==> src/rtl/irq_pkg.sv <==
// Shared constants for the interrupt request front-end and its 4-line priority encoder.
package irq_pkg;

  localparam int N_IRQ     = 4;
  localparam int IRQ_IDX_W = 2;

  // Ceiling log2, with a floor of 1 so that a single line still gets a 1-bit index.
  function automatic int clog2(input int value);
    int result;
    result = 0;
    while ((1 << result) < value) begin
      result++;
    end
    if (result < 1) begin
      result = 1;
    end
    return result;
  endfunction

endpackage

==> src/rtl/bit_sync.sv <==
// Single-bit synchroniser for an asynchronous input, SYNC_STAGES flops deep, with synchronous reset.
module bit_sync #(
  parameter int SYNC_STAGES = 2
) (
  input  logic clk,
  input  logic rst,
  input  logic d,
  output logic q
);

  logic [SYNC_STAGES-1:0] sync_d;
  logic [SYNC_STAGES-1:0] sync_q;

  always_comb begin
    sync_d = {sync_q[SYNC_STAGES-2:0], d};
  end

  always_ff @(posedge clk) begin
    if (rst) begin
      sync_q <= '0;
    end else begin
      sync_q <= sync_d;
    end
  end

  assign q = sync_q[SYNC_STAGES-1];

endmodule

==> src/rtl/irq_request_latch.sv <==
// Synchronises raw request lines, latches rising edges as sticky pending bits for the
// priority encoder, clears them on acknowledge and flags events lost to an already-pending line.
module irq_request_latch
  import irq_pkg::*;
#(
  parameter int N           = N_IRQ,
  parameter int IDX_W       = IRQ_IDX_W,
  parameter int SYNC_STAGES = 2
) (
  input  logic             clk,
  input  logic             rst,
  input  logic [N-1:0]     req_in,
  input  logic [N-1:0]     mask,
  output logic [N-1:0]     pend_out,
  output logic             irq_valid,
  input  logic             ack,
  input  logic [IDX_W-1:0] ack_idx,
  input  logic             clr_all,
  output logic [N-1:0]     overflow
);

  logic [N-1:0] sync;
  logic [N-1:0] rise;
  logic [N-1:0] ack_clr;
  logic [N-1:0] prev_d;
  logic [N-1:0] prev_q;
  logic [N-1:0] pend_d;
  logic [N-1:0] pend_q;
  logic [N-1:0] ovf_d;
  logic [N-1:0] ovf_q;

  for (genvar g = 0; g < N; g++) begin : g_sync
    bit_sync #(
      .SYNC_STAGES(SYNC_STAGES)
    ) u_bit_sync (
      .clk(clk),
      .rst(rst),
      .d  (req_in[g]),
      .q  (sync[g])
    );
  end

  assign pend_out  = pend_q & mask;
  assign irq_valid = |pend_out;
  assign overflow  = ovf_q;

  // Index values with no matching line never hit, so out-of-range ack_idx is ignored naturally.
  always_comb begin
    rise    = sync & ~prev_q;
    prev_d  = sync;
    ack_clr = '0;
    pend_d  = pend_q;
    ovf_d   = ovf_q;
    for (int i = 0; i < N; i++) begin
      ack_clr[i] = ack && irq_valid && (ack_idx == IDX_W'(i)) && pend_out[i];
      if (clr_all) begin
        pend_d[i] = 1'b0;
        ovf_d[i]  = 1'b0;
      end else begin
        if (rise[i]) begin
          pend_d[i] = 1'b1;
        end else if (ack_clr[i]) begin
          pend_d[i] = 1'b0;
        end
        // An edge racing an ack of its own line re-arms the bit rather than losing the event.
        if (rise[i] && pend_q[i] && !ack_clr[i]) begin
          ovf_d[i] = 1'b1;
        end
      end
    end
  end

  always_ff @(posedge clk) begin
    if (rst) begin
      prev_q <= '0;
      pend_q <= '0;
      ovf_q  <= '0;
    end else begin
      prev_q <= prev_d;
      pend_q <= pend_d;
      ovf_q  <= ovf_d;
    end
  end

endmodule

==> config.mk <==
export PLATFORM = sky130hd
export DESIGN_NAME = irq_request_latch
export DESIGN_NICKNAME = d
export VERILOG_FILES = /design/src/rtl/irq_pkg.sv /design/src/rtl/bit_sync.sv /design/src/rtl/irq_request_latch.sv
export SDC_FILE = /design/constraint.sdc
export NUM_CORES = 1
export LEC_CHECK = 0
export ABC_AREA = 0
export ABC_CLOCK_PERIOD_IN_PS = 1200
export CAP_MARGIN = 30
export CORE_UTILIZATION = 38
export DETAILED_ROUTE_END_ITERATION = 8
export PLACE_DENSITY = 0.72
export SYNTH_ARGS = -nofsm -noshare
export SYNTH_HDL_FRONTEND = slang
export SYNTH_SLANG_ARGS = --single-unit
==> constraint.sdc <==
create_clock -name clk -period 1.2 [get_ports clk]
set_input_delay 0.24 -clock clk [delete_from_list [all_inputs] [get_ports clk]]
set_output_delay 0.24 -clock clk [all_outputs]
set_load 0.02 [all_outputs]
==> After elaboration in Yosys (flattened, before gate mapping) <==
Index checks and enable logic that the tools add are counted.
Widths: inputs -> output; s select.
{ "classes": {"n_eq_ne": 3, "div": 0, "n_bitwise": 3, "n_addsub": 0, "n_reduce_logical": 28, "n_lt_le_gt_ge": 0, "n_shift": 0, "n_mux": 8, "mul": 0} }
{ "ops": {"columns": ["op", "n"], "rows": [
  ["$logic_and 1x1->1", 17],
  ["$and 4x4->4", 2],
  ["$mux 1", 8],
  ["$reduce_bool 2->1", 4],
  ["$eq 2x2->1 const B", 2],
  ["$logic_not 1->1", 4],
  ["$not 4->4", 1],
  ["$reduce_or 4->1", 1],
  ["$eq 2x1->1 const B", 1],
  ["$logic_not 2->1", 1],
  ["$reduce_or 2->1", 1]
]} }
{ "word_totals": {"mem_bits_ro": 0, "latchBits": 0, "ramBits": 0, "output_inout_bits": 9, "regBits": 20, "inputBits": 14, "elab_cells": 55, "memories": 0} }

==> Depth between registers and ports, before layout <==
Gate-level depths: netlist of run 1.
{ "depth": {"depth_word": 7, "ltp_mapped": 3, "depth_no_buf": 3} }

==> Cells and area by module <==
Synthesis of run 1 repeated with hierarchy kept, for this count alone.
{ "unflattened": {"cells_unflattened": 64, "area_unflattened_um2": 676.9} }
{ "by_module_without_submodules": {"columns": ["mod", "instances", "cells_per_inst", "seq_area_each_um2", "area_per_inst_um2"], "rows": [
  ["irq_request_latch", 1, 48, 240.2, 466.7],
  ["bit_sync", 4, 4, 40.0, 52.6]
]} }

==> Worst setup path after synthesis of run 1 <==
Ideal clock, no wire load.
{ "synth_path": {"path_type": "register to output", "start": "register pend_q[3]", "end": "output port irq_valid", "path_stages_with_launch": 3, "setup_slack_ns": -0.104, "required_ns": 0.960, "path_buffers": 0, "arrival_time_ns": 1.064, "path_cell_list": "dfxtp_1 and2_1 or4_4"} }
{ "synth_via": {"elab_chain_len": 2} }
{ "synth_lines": {"columns": ["item", "line", "rtl"], "rows": [
  ["start: declaration", "irq_request_latch.sv:28", "logic [N-1:0] pend_q;"],
  ["start signal: assignment", "irq_request_latch.sv:80", "pend_q <= pend_d;"],
  ["$and 4x4->4", "irq_request_latch.sv:43", "assign pend_out = pend_q & mask;"],
  ["net pend_out[3]", "irq_request_latch.sv:14", "output logic [N-1:0] pend_out,"],
  ["$reduce_or 4->1", "irq_request_latch.sv:44", "assign irq_valid = |pend_out;"],
  ["end: declaration", "irq_request_latch.sv:15", "output logic irq_valid,"]
]} }
The timed path passes the listed nets, and every way through them passes these cells.

==> Worst setup path after layout of run 1 <==
{ "layout_path": {"start": "register pend_q[1]", "end": "output port irq_valid"} }
{ "layout_via": {"elab_chain_len": 2} }
{ "layout_lines": {"columns": ["item", "line"], "rows": [
  ["$and 4x4->4", "irq_request_latch.sv:43"],
  ["$reduce_or 4->1", "irq_request_latch.sv:44"]
]} }
No other way between the ends.

==> results of run 1 <==
[metal layers]
metal,wire [um],GRT usage,vias to the layer above,share of wire
met3,94,0.0286,2,0.083
met4,11,0.109,0,0.0097
met5,0,0,-,0
li1,-,-,270,-
met2,532,0.224,19,0.47
met1,491,0.154,237,0.43
[power breakdown]
part / total (mW) / internal (mW) / switching [mW] / leakage [nW]
Sequential: 0.688 / 0.683 / 0.00530 / 0.165
Combinational: 0.101 / 0.0621 / 0.0387 / 0.189
Clock: 0.374 / 0.185 / 0.190 / 0.0210
Total: 1.16 / 0.930 / 0.234 / 0.375
[cell usage in the layout, fill, tap and decap left out]
cell type        instances
dfxtp_1                 17
nor2b_1                 12
clkdlybuf4s50_1          9
nand2_1                  8
and2_4                   4
nand2b_1                 4
a21oi_1                  4
o31ai_1                  4
dlygate4sd2_1            4
clkbuf_4                 3
clkdlybuf4s15_2          3
buf_2                    3
dfxtp_2                  3
nand4b_1                 2
buf_6                    2
buf_4                    2
or4_4                    1
or2_1                    1
nand4_1                  1
nand4bb_1                1
nor2_1                   1
clkbuf_8                 1
clkbuf_2                 1
[synth_stat cells]
master,instances
buf_2,1
nand4_1,1
nand4b_1,2
or2_1,1
or4_4,1
nand4bb_1,1
a21oi_1,4
nor2b_1,12
clkbuf_1,1
and2_1,3
and2_4,1
o31ai_1,4
nand2_1,8
nor2_1,1
nand2b_1,4
dfxtp_1,20
[cells by family after synthesis]
| logic type | count (synthesis) | synth area share |
|---|---|---|
| AND/OR/NAND/NOR | 35 | 0.318 |
| flip-flops | 20 | 0.595 |
| AO/OA/AOI/OAI | 8 | 0.0744 |
| buffers and inverters | 2 | 0.0130 |
[flip-flops by register name (all words and copies together) (netlist names)]
| name | flops |
|---|---|
| pend_q | 4 |
| overflow | 4 |
| g_sync.u_bit_sync.sync_q | 8 |
| prev_q | 4 |
[tightest hold or removal path, cell delays in order]
cell and delay [ns]:
dlygate4sd2_1 0.22, nand4_1 0.07, nand2_1 0.10, a21oi_1 0.06
[area by class of cell]
class	instances	area, um^2	share of cell area
tap	16	20.0	0.0211
clock buffer	4	36.3	0.0383
multi-input combinational	43	272	0.286
sequential	20	404	0.426
timing repair buffer	24	216	0.228
[worst paths after layout]
check,from,endpoint,slack (ns)
max,pend_q[1]$_SDFFE_PP0P_,irq_valid,-0.46
min,mask[3],pend_q[3]$_SDFFE_PP0P_,0.44
max reg2reg,prev_q[1]$_SDFF_PP0_,overflow[1]$_SDFFE_PP0P_,0.42
min reg2reg,g_sync[3].u_bit_sync.sync_q[0]$_SDFF_PP0_,g_sync[3].u_bit_sync.sync_q[1]$_SDFF_PP0_,0.45
[repair_timing]
action                                  CTS  global route
endpoints found under the setup margin    9             4
resized for setup                        38             6
pin swaps                                 1             1
==> metrics, run 1 <==
Max Root-Sink Buffers 2; final slew viol count 0; post-route cell area 948 um^2; initial antenna violation count 0; Worst Setup Path Type reg -> out; RSZ-0062 raised after global routing yes; global-route wire length before repair 1930 um; via count 528; Via density 4.93; status complete, but fails checks; CTS H-tree depth 1; Cell variety after synth 16; CP Depth 3; Area contributors post-synth dfxtp_1 (59%), nor2b_1 (11%), nand2_1 (4.5%); drt drc 3; failing checks design-rule violations, negative setup slack; Hold WC Path Type in -> reg; final period utilization 1.39; nature of the critical path endpoint output pin; # diodes 0; Max Freq 601 MHz; Initial Util 0.427; First-pass DRT Iterations 5; final core utilization 0.602; Pwr Total 1.16 mW; critical path, cell by cell and2_4 > or4_4 > buf_6; Setup Fix Bufs, Post-CTS 0; Rel. slew slack 0.841; worst slack, placed -0.935 ns; # setup viols final 1; Syn Inst Count 65; CP Max Fanout 2; Yosys warnings 0; crit-path leading delay family simple AND/OR/NAND/NOR gates; Routed WL 1130 um; Max Cap Viol 0; routed length per instance 10.6 um; DIE WIDTH 44.1 um; area added between synthesis and finish 40.9%; share of cells above drive strength 1 0.253; Die ar. 1940 um^2; Core ar. 1580 um^2; # clock sinks 20; DR iter-0 viols 4; Yosys top cell by area dfxtp_1; CP startpoint kind flip-flop; Hold Path Stages 4; Mapped Nets 79; largest net degree at the start of global routing 13; worst vdd ir 0.618 mV; synthesized area per cell 10.4 um^2; Tot GR Track Use 0.137; worst hold slack 0.437 ns; Critical Path AT 1.42 ns; CTS buffer count 3; slowest stage cell, crit path or4_4; fillers 149; leakage power 0.375 nW; Hold Vio Cnt, Final 0; P per Cell Area 1230 nW/um^2; CTS tree built; Worst Path Required 0.96 ns; Post-DP Area 925 um^2; CP max stage delay 0.52 ns; number of global-route vias before repair 487; mapped cell area 673 um^2; # placed instances 103; post-route setup slack -0.465 ns; gr ovfl total 0; IO buf count 22; clock root buffer master clkbuf_4; clock latency reported for the late side of the worst-skew pair 0.29 ns; Clock transition at path regs 0.10 ns; Yosys reg bits 20; Slew @ Worst Pin 0.239 ns; WP buf/inv 1; Final HPWL DP 861 um; Final #Nets 106; clock skew 0.00145 ns; R2R cell count 2; chip height 44.1 um; Yosys top cell area share 0.595; IO Pins 23; setup TNS -0.465 ns; sequential-to-total area share from yosys stat 0.595; Site Rows 14; clock period minus final worst setup slack 1.66 ns; # hold bufs at CTS 0; Layout Cells excl Fill 107; GPL Wtd Cong 0.606; Routed Antenna Nets 0
No activity file was read; power rests on OpenSTA's default activity.
==> run 2, diff against run 1 <==
ABC_CLOCK_PERIOD_IN_PS = 1700   (was 1200)
CORE_UTILIZATION = 42   (was 38)
CTS_BUF_LIST = sky130_fd_sc_hd__clkbuf_8 sky130_fd_sc_hd__clkbuf_16   (was not set)
CTS_CLUSTER_DIAMETER = 60   (was not set)
PLACE_DENSITY = 0.75   (was 0.72)
clock period = 1.7 ns   (was 1.2 ns; I/O delays follow)
==> run 2 against run 1 <==
Via count fell by 0.95%. Die area down 9.1%. Clock power shrank 21%. Utilization is 3.5 points higher. The flow finishes with violations (negative setup slack). Critical endpoint unchanged. Wire length rose by 0.27%. Sequential share of layout area shrank 0.63 points. Clock-buffer cell count is 1 lower. Hold slack about the same. Critical path type unchanged. Largest cell class unchanged. First-iteration DRC count fell by 25%. Sequential power decreased by 29%. Final cell count down 1.9%. Critical path depth unchanged.
==> metrics, run 2 (synthesized netlist as in run 1, its figures left out) <==
status complete, but fails checks; failing checks negative setup slack; P_int 0.683 mW; multi-input logic area 269 um^2; Hold Vio Cnt, Final 0; Slew @ Worst Pin 0.306 ns; Die ar. 1770 um^2; routed length per instance 10.8 um; P per Cell Area 888 nW/um^2; Via density 4.98; number of global-route vias before repair 501; # setup viols final 1; Initial Util 0.447; IO buf count 22; chip height 42.0 um; Tot GR Track Use 0.151; Rel. slew slack 0.796; Max Freq 579 MHz; RSZ-0062 raised after global routing yes; clock latency reported for the late side of the worst-skew pair 0.25 ns; post-route setup slack -0.0271 ns; FF/Latch Area 403 um^2; initial antenna violation count 0; Clock transition at path regs 0.07 ns; # diodes 0; clock period minus final worst setup slack 1.73 ns; post-route cell area 960 um^2; final slew viol count 0; most frequent cells in the layout dfxtp_1 (18), clkdlybuf4s50_1 (14), nor2b_1 (12), nand2_1 (8); Layout Cells excl Fill 105; via count 523; Pwr Total 0.853 mW; slowest stage cell, crit path or4_4; Critical Path AT 1.39 ns; Site Rows 14; WP buf/inv 1; fillers 136; gr ovfl total 0; final period utilization 1.02; Routed WL 1130 um; most common cell after layout, fill and taps aside dfxtp_1; crit-path leading delay family simple AND/OR/NAND/NOR gates; CP Max Fanout 2; setup TNS -0.0271 ns; Worst Setup Path Type reg -> out; DR iter-0 viols 3; # clock sinks 20; CTS tree built; share of cells above drive strength 1 0.124; Comb power frac 0.083; Max Root-Sink Buffers 2; clock root buffer master clkbuf_8; CP max stage delay 0.52 ns; Core ar. 1510 um^2; global-route wire length before repair 1990 um; largest net degree at the start of global routing 13; Max Cap Viol 0; GPL Wtd Cong 0.724; Worst Path Required 1.36 ns; CP startpoint kind flip-flop; Psw 0.170 mW; Hold WC Path Type reg -> reg; Routed Antenna Nets 0; drt drc 0; # placed instances 102; max reg flops 8; Seq pwr share 0.570; Setup Fix Bufs, Post-CTS 0; critical path, cell by cell and2_4 > or4_4 > buf_6; worst vdd ir 0.710 mV; clock skew 0.00253 ns; Post-DP Area 912 um^2; First-pass DRT Iterations 4; DIE WIDTH 42.0 um; CTS buffer count 3; nature of the critical path endpoint output pin; switching share of total power 0.199; area added between synthesis and finish 42.6%; IO Pins 23; clock share of power 0.347; Final #Nets 105; CTS H-tree depth 1; leakage power 0.384 nW; Reg with most FFs g_sync.u_bit_sync.sync_q; Final HPWL DP 835 um
==> run 2: through the flow <==
step           worst slack (ns)  hold slack, ns  utilization
2_1_floorplan             0.228           0.412            -
3_3_place_gp             -0.614           0.417        0.605
3_5_place_dp             -0.645           0.429        0.605
4_1_cts                 -0.0239           0.444        0.633
5_1_grt                 -0.0621           0.454        0.637
6_report                -0.0271           0.437        0.637
==> run 2: per-layer routing <==
| metal | wire [um] | vias to the layer above | part of all wire | GRT usage |
|---|---|---|---|---|
| met2 | 536 | 22 | 0.47 | 0.241 |
| met1 | 470 | 230 | 0.41 | 0.174 |
| met3 | 94 | 4 | 0.083 | 0.0388 |
| met4 | 31 | 0 | 0.027 | 0.113 |
| met5 | 0 | - | 0 | 0 |
| li1 | - | 267 | - | - |
==> run 2: what timing repair did <==
item | CTS | global route
gates cloned | 0 | 0
pin swaps | 4 | 2
setup endpoints to repair | 5 | 2
hold buffers | 0 | 0
gates resized for setup | 15 | 4
==> run 2: path summary, 6_finish.rpt <==
kind                                                  start                                         to  slack (ns)  cells after the start
setup reg to reg                       prev_q[0]$_SDFF_PP0_                   overflow[0]$_SDFFE_PP0P_        0.96                      2
hold / removal    g_sync[3].u_bit_sync.sync_q[0]$_SDFF_PP0_  g_sync[3].u_bit_sync.sync_q[1]$_SDFF_PP0_        0.44                      1
hold reg to reg   g_sync[3].u_bit_sync.sync_q[0]$_SDFF_PP0_  g_sync[3].u_bit_sync.sync_q[1]$_SDFF_PP0_        0.44                      1
setup / recovery                     pend_q[2]$_SDFFE_PP0P_                                  irq_valid       -0.03                      3
==> run 2: power by group through the flow <==
stage | Combinational, mW | Clock, mW | Sequential [mW]
after CTS | 0.0713 | 0.301 | 0.486
after detailed placement | 0.0732 | 0 | 0.497
after global placement | 0.0717 | 0 | 0.496
final | 0.0705 | 0.296 | 0.486
after global routing | 0.0778 | 0.320 | 0.487
after floorplan | 0.0293 | 0 | 0.496
==> run 2: final cells by class <==
type	instances	share of cell area
Tap cell	16	0.0209
Multi-Input combinational cell	43	0.280
Timing Repair Buffer	23	0.236
Sequential cell	20	0.420
Clock buffer	3	0.0430
==> run 3, diff against run 2 <==
CORE_UTILIZATION = 40   (was 42)
PLACE_DENSITY = 0.72   (was 0.75)
==> run 3 against run 2 <==
The flow still finishes with violations (negative setup slack). First-iteration DRC count did not move. Hold slack worse by 0.0031 ns. Design area grew 1.8%. Sequential share of layout area shrank 0.62 points. Power is 6.3% higher. Fmax increased by 1.5%. Critical endpoint unchanged.
==> metrics, run 3 (synthesized netlist as in run 1, its figures left out) <==
CP max stage delay 0.52 ns; CTS tree built; GPL Wtd Cong 0.715; critical path, cell by cell and2_4 > or4_4 > buf_6; most frequent cells in the layout dfxtp_1 (17), clkdlybuf4s50_1 (15), nor2b_1 (12), nand2_1 (8); hold wc startpoint g_sync[1].u_bit_sync.sync_q[0]$_SDFF_PP0_; Die ar. 1850 um^2; clock skew 0.00329 ns; Slew @ Worst Pin 0.303 ns; Max Root-Sink Buffers 2; Worst Setup SP pend_q[1]$_SDFFE_PP0P_; Worst Setup Path Type reg -> out; CP Depth 3; max reg flops 8; largest net degree at the start of global routing 13; Clock transition at path regs 0.07 ns; most common cell after layout, fill and taps aside dfxtp_1; gr ovfl total 0; Critical Path AT 1.36 ns; FF/Latch Area 404 um^2; clock latency reported for the late side of the worst-skew pair 0.25 ns; Setup Fix Bufs, Post-CTS 0; share of cells above drive strength 1 0.167; failing checks negative setup slack; via count 511; Hold Path Stages 1; Final HPWL DP 842 um; RSZ-0062 raised after global routing yes; multi-input logic area 272 um^2; clock root buffer master clkbuf_8; initial antenna violation count 0; # clock sinks 20; P per Cell Area 927 nW/um^2; # setup viols final 1; Core ar. 1540 um^2; Site Rows 14; DIE WIDTH 43.0 um; CP startpoint kind flip-flop; status complete, but fails checks; nature of the critical path endpoint output pin; slowest stage cell, crit path or4_4; # placed instances 102; Routed WL 1110 um; Routed Antenna Nets 0; Layout Cells excl Fill 106; drt drc 0; CTS buffer count 3; First-pass DRT Iterations 3; crit-path leading delay family simple AND/OR/NAND/NOR gates; reg2reg start prev_q[3]$_SDFF_PP0_; # hold bufs at CTS 0; post-route setup slack -0.00125 ns; Initial Util 0.437; Max Cap Viol 0; DR iter-0 viols 3; chip height 43.0 um; Hold WC Path Type reg -> reg; clock period minus final worst setup slack 1.70 ns; CP Max Fanout 2; Rel. slew slack 0.797; leakage power 0.374 nW; Tot GR Track Use 0.144; Reg with most FFs g_sync.u_bit_sync.sync_q; final slew viol count 0; # diodes 0; routed length per instance 10.5 um; Final #Nets 105; Hold Vio Cnt, Final 0; final core utilization 0.634; global-route wire length before repair 1980 um; Max Freq 588 MHz; final period utilization 1.00; Worst Path Required 1.36 ns; number of global-route vias before repair 494; IO buf count 22; IO Pins 23; worst vdd ir 0.487 mV; CTS H-tree depth 1; WP buf/inv 1; R2R cell count 2; area added between synthesis and finish 45.2%; Via density 4.82; fillers 148
==> run 3: worst paths after layout <==
check | end | slack [ns]
max | irq_valid | -0.001
max reg2reg | overflow[3]$_SDFFE_PP0P_ | 0.95
min | g_sync[1].u_bit_sync.sync_q[1]$_SDFF_PP0_ | 0.43
min reg2reg | g_sync[1].u_bit_sync.sync_q[1]$_SDFF_PP0_ | 0.43
==> run 3: layout make-up <==
class,count,area share
multi-input cells,43,0.278
flip-flops and latches,20,0.414
repair buffers,23,0.232
well taps,16,0.0205
clock buffers,4,0.0563
==> run 3: repair_timing <==
action | CTS | global route
endpoints found under the hold margin | 0 | 0
setup endpoints to repair | 5 | 2
gates resized for setup | 17 | 5
pin swaps | 2 | 3
==> run 3: worst reg2reg max path, delay by kind of cell (launching register included) <==
kind,cells,cell delay (ns)
AND/OR/NAND/NOR,1,0.15
AO/OA/AOI/OAI,1,0.22
flip-flops,1,0.30
==> run 3: through the flow <==
stage / TNS, ns / power [mW] / setup WS, ns / area, um^2 / hold WS [ns]
detailed placement: -1.48 / 0.570 / -0.653 / 912 / 0.428
finish: -0.00125 / 0.906 / -0.00125 / 977 / 0.434
global route: -0.0371 / 0.944 / -0.0371 / 977 / 0.462
floorplan: 0 / 0.525 / 0.228 / 673 / 0.412
CTS: -0.0111 / 0.917 / -0.0111 / 971 / 0.444
global placement: -1.37 / 0.568 / -0.615 / 912 / 0.417
==> run 3: where the power goes <==
group          switching, mW  leakage [nW]  internal (mW)
Combinational         0.0275         0.180         0.0439
Sequential           0.00398         0.165          0.482
Clock                  0.142        0.0288          0.206
Total                  0.174         0.374          0.732
==> run 3: metal layers <==
metal  up-vias  track usage  part of all wire
met5         -            0                 0
met4         0       0.0909             0.015
met3         4       0.0383             0.091
met2        21        0.227              0.45
met1       220        0.173              0.45
li1        266            -                 -
==> patch (settings of run 1) <==
Put a register stage on the output `irq_valid`, cleared by the reset. The value now appears one clock later. The other outputs are not delayed to match.
--- a/src/rtl/irq_request_latch.sv
+++ b/src/rtl/irq_request_latch.sv
@@ -18,6 +18,8 @@
   input  logic             clr_all,
   output logic [N-1:0]     overflow
 );
+
+  logic irq_valid_d;
 
   logic [N-1:0] sync;
   logic [N-1:0] rise;
@@ -41,7 +43,7 @@
   end
 
   assign pend_out  = pend_q & mask;
-  assign irq_valid = |pend_out;
+  assign irq_valid_d = |pend_out;
   assign overflow  = ovf_q;
 
   // Index values with no matching line never hit, so out-of-range ack_idx is ignored naturally.
@@ -52,7 +54,7 @@
     pend_d  = pend_q;
     ovf_d   = ovf_q;
     for (int i = 0; i < N; i++) begin
-      ack_clr[i] = ack && irq_valid && (ack_idx == IDX_W'(i)) && pend_out[i];
+      ack_clr[i] = ack && irq_valid_d && (ack_idx == IDX_W'(i)) && pend_out[i];
       if (clr_all) begin
         pend_d[i] = 1'b0;
         ovf_d[i]  = 1'b0;
@@ -82,5 +84,13 @@
     end
   end
 
+  always_ff @(posedge clk) begin
+    if (rst) begin
+      irq_valid <= '0;
+    end else begin
+      irq_valid <= irq_valid_d;
+    end
+  end
+
 endmodule
 
Formal check against the unedited RTL: not equivalent (Yosys sat finds a counterexample within 4 cycles, from zero or initial values and one cycle with rst high).
==> patch against run 1 <==
  * First-iteration DRC count down 50%
  * Sequential share of layout area down 2.0 points
  * Non-clock buffer count up 4
  * Hold slack better by 0.0027 ns
  * Critical path depth down 2
  * Clock power down 11%
  * Synthesized area up 7.8%
  * Wire length up 4.9%
  * Worst setup slack better by 0.51 ns
  * Final area up 9.4%
  * Total power down 0.24%
  * Sequential cell count up 1
  * Critical endpoint unchanged
  * Largest cell class unchanged
==> patch: results <==
run_status:
  status: "complete, no violations"
placement:
  placed_cell_area_um2: 1010
  place_ws_ns: -0.503
  dp_cells: 118
  gp_congestion: 0.632
route:
  finalWirelength_um: 1190
  top_layer: "met3"
  drt_pass1_iterations: 3
  routedWlPerCell_um: 9.71
  routed-wl-met2_um: 546
  vias: 540
  drt_iter0_markers: 2
  wl_met1_um: 542
  routed-wl-met3_um: 96
logic_synthesis:
  ys_top_cells_by_area: "dfxtp_1, nor2b_1, o31ai_2, nand2_1, and2_1"
  synth_cell_types: 17
  syn_area_per_cell_um2: 10.8
  synth_nets: 81
  yosys-top-cells-count: "dfxtp_1, nor2b_1, nand2_1"
finish:
  layout-drive-gt1-share_pct: 27.8
  nFillCells: 169
  num-nets-final: 112
global_route:
  grt_max_degree: 14
  met3_usage_pct: 2.38
  grt_pass1_wl_um: 1800
  grt_util_all_layers_pct: 12.5
  met2_usage_pct: 21.7
  first_global_vias: 454
worst_setup_path:
  r2r_cells: 3
  r2r_end: "irq_valid"
  critPathTopFamily: "flip-flops"
  cp_max_fo: 1
  slowest_stage: "dfxtp_1"
  critPathMaxStageDelay_ns: 0.33
  arrival_ns: 0.92
  startpoint: "irq_valid"
power:
  pwr_density_cell_nw_per_um2: 1120
  swShare_pct: 21.9
  comb_cell_power_uw: 107
  p_leak_nw: 0.417
hold_path:
  hold_path_class: "reg -> reg"
  holdPathEnd: "g_sync[3].u_bit_sync.sync_q[1]"
  min_from: "g_sync[3].u_bit_sync.sync_q[0]"
  hold_path_depth: 1
sta:
  clock_skew_ns: 0.0107
-- patch: cell types whose count changed after synthesis, sizes merged --
cell	change
clkbuf	-1
nor2b	-3
or4	-1
and2b	+3
o41a	+1
clkinv	+1
dfxtp	+1
buf	+1
-- patch: logic make-up after synthesis --
kind of cell,synth area share (%)
flip-flops,57.9
AO/OA/AOI/OAI,11.2
AND/OR/NAND/NOR,28.1
buffers and inverters,2.76
-- patch: repair_timing --
action	in CTS	in global routing
endpoints found under the setup margin	9	4
pin swaps	1	0
resized for setup	43	4
-- patch: cell type report --
cell class	count	area (um^2)	share of cell area (%)
Inverter	1	3.75	0.362
Tap cell	25	31.3	3.02
Sequential cell	21	422	40.7
Multi-Input combinational cell	43	295	28.5
Clock buffer	3	22.5	2.17
Clock inverter	1	5.00	0.483
Timing Repair Buffer	28	258	24.8
-- patch: worst register-to-register path, cell delays in order, from the launching register on --
cell and delay [ns]:
dfxtp_1 0.33, and2_4 0.14, buf_4 0.12, o41a_1 0.39
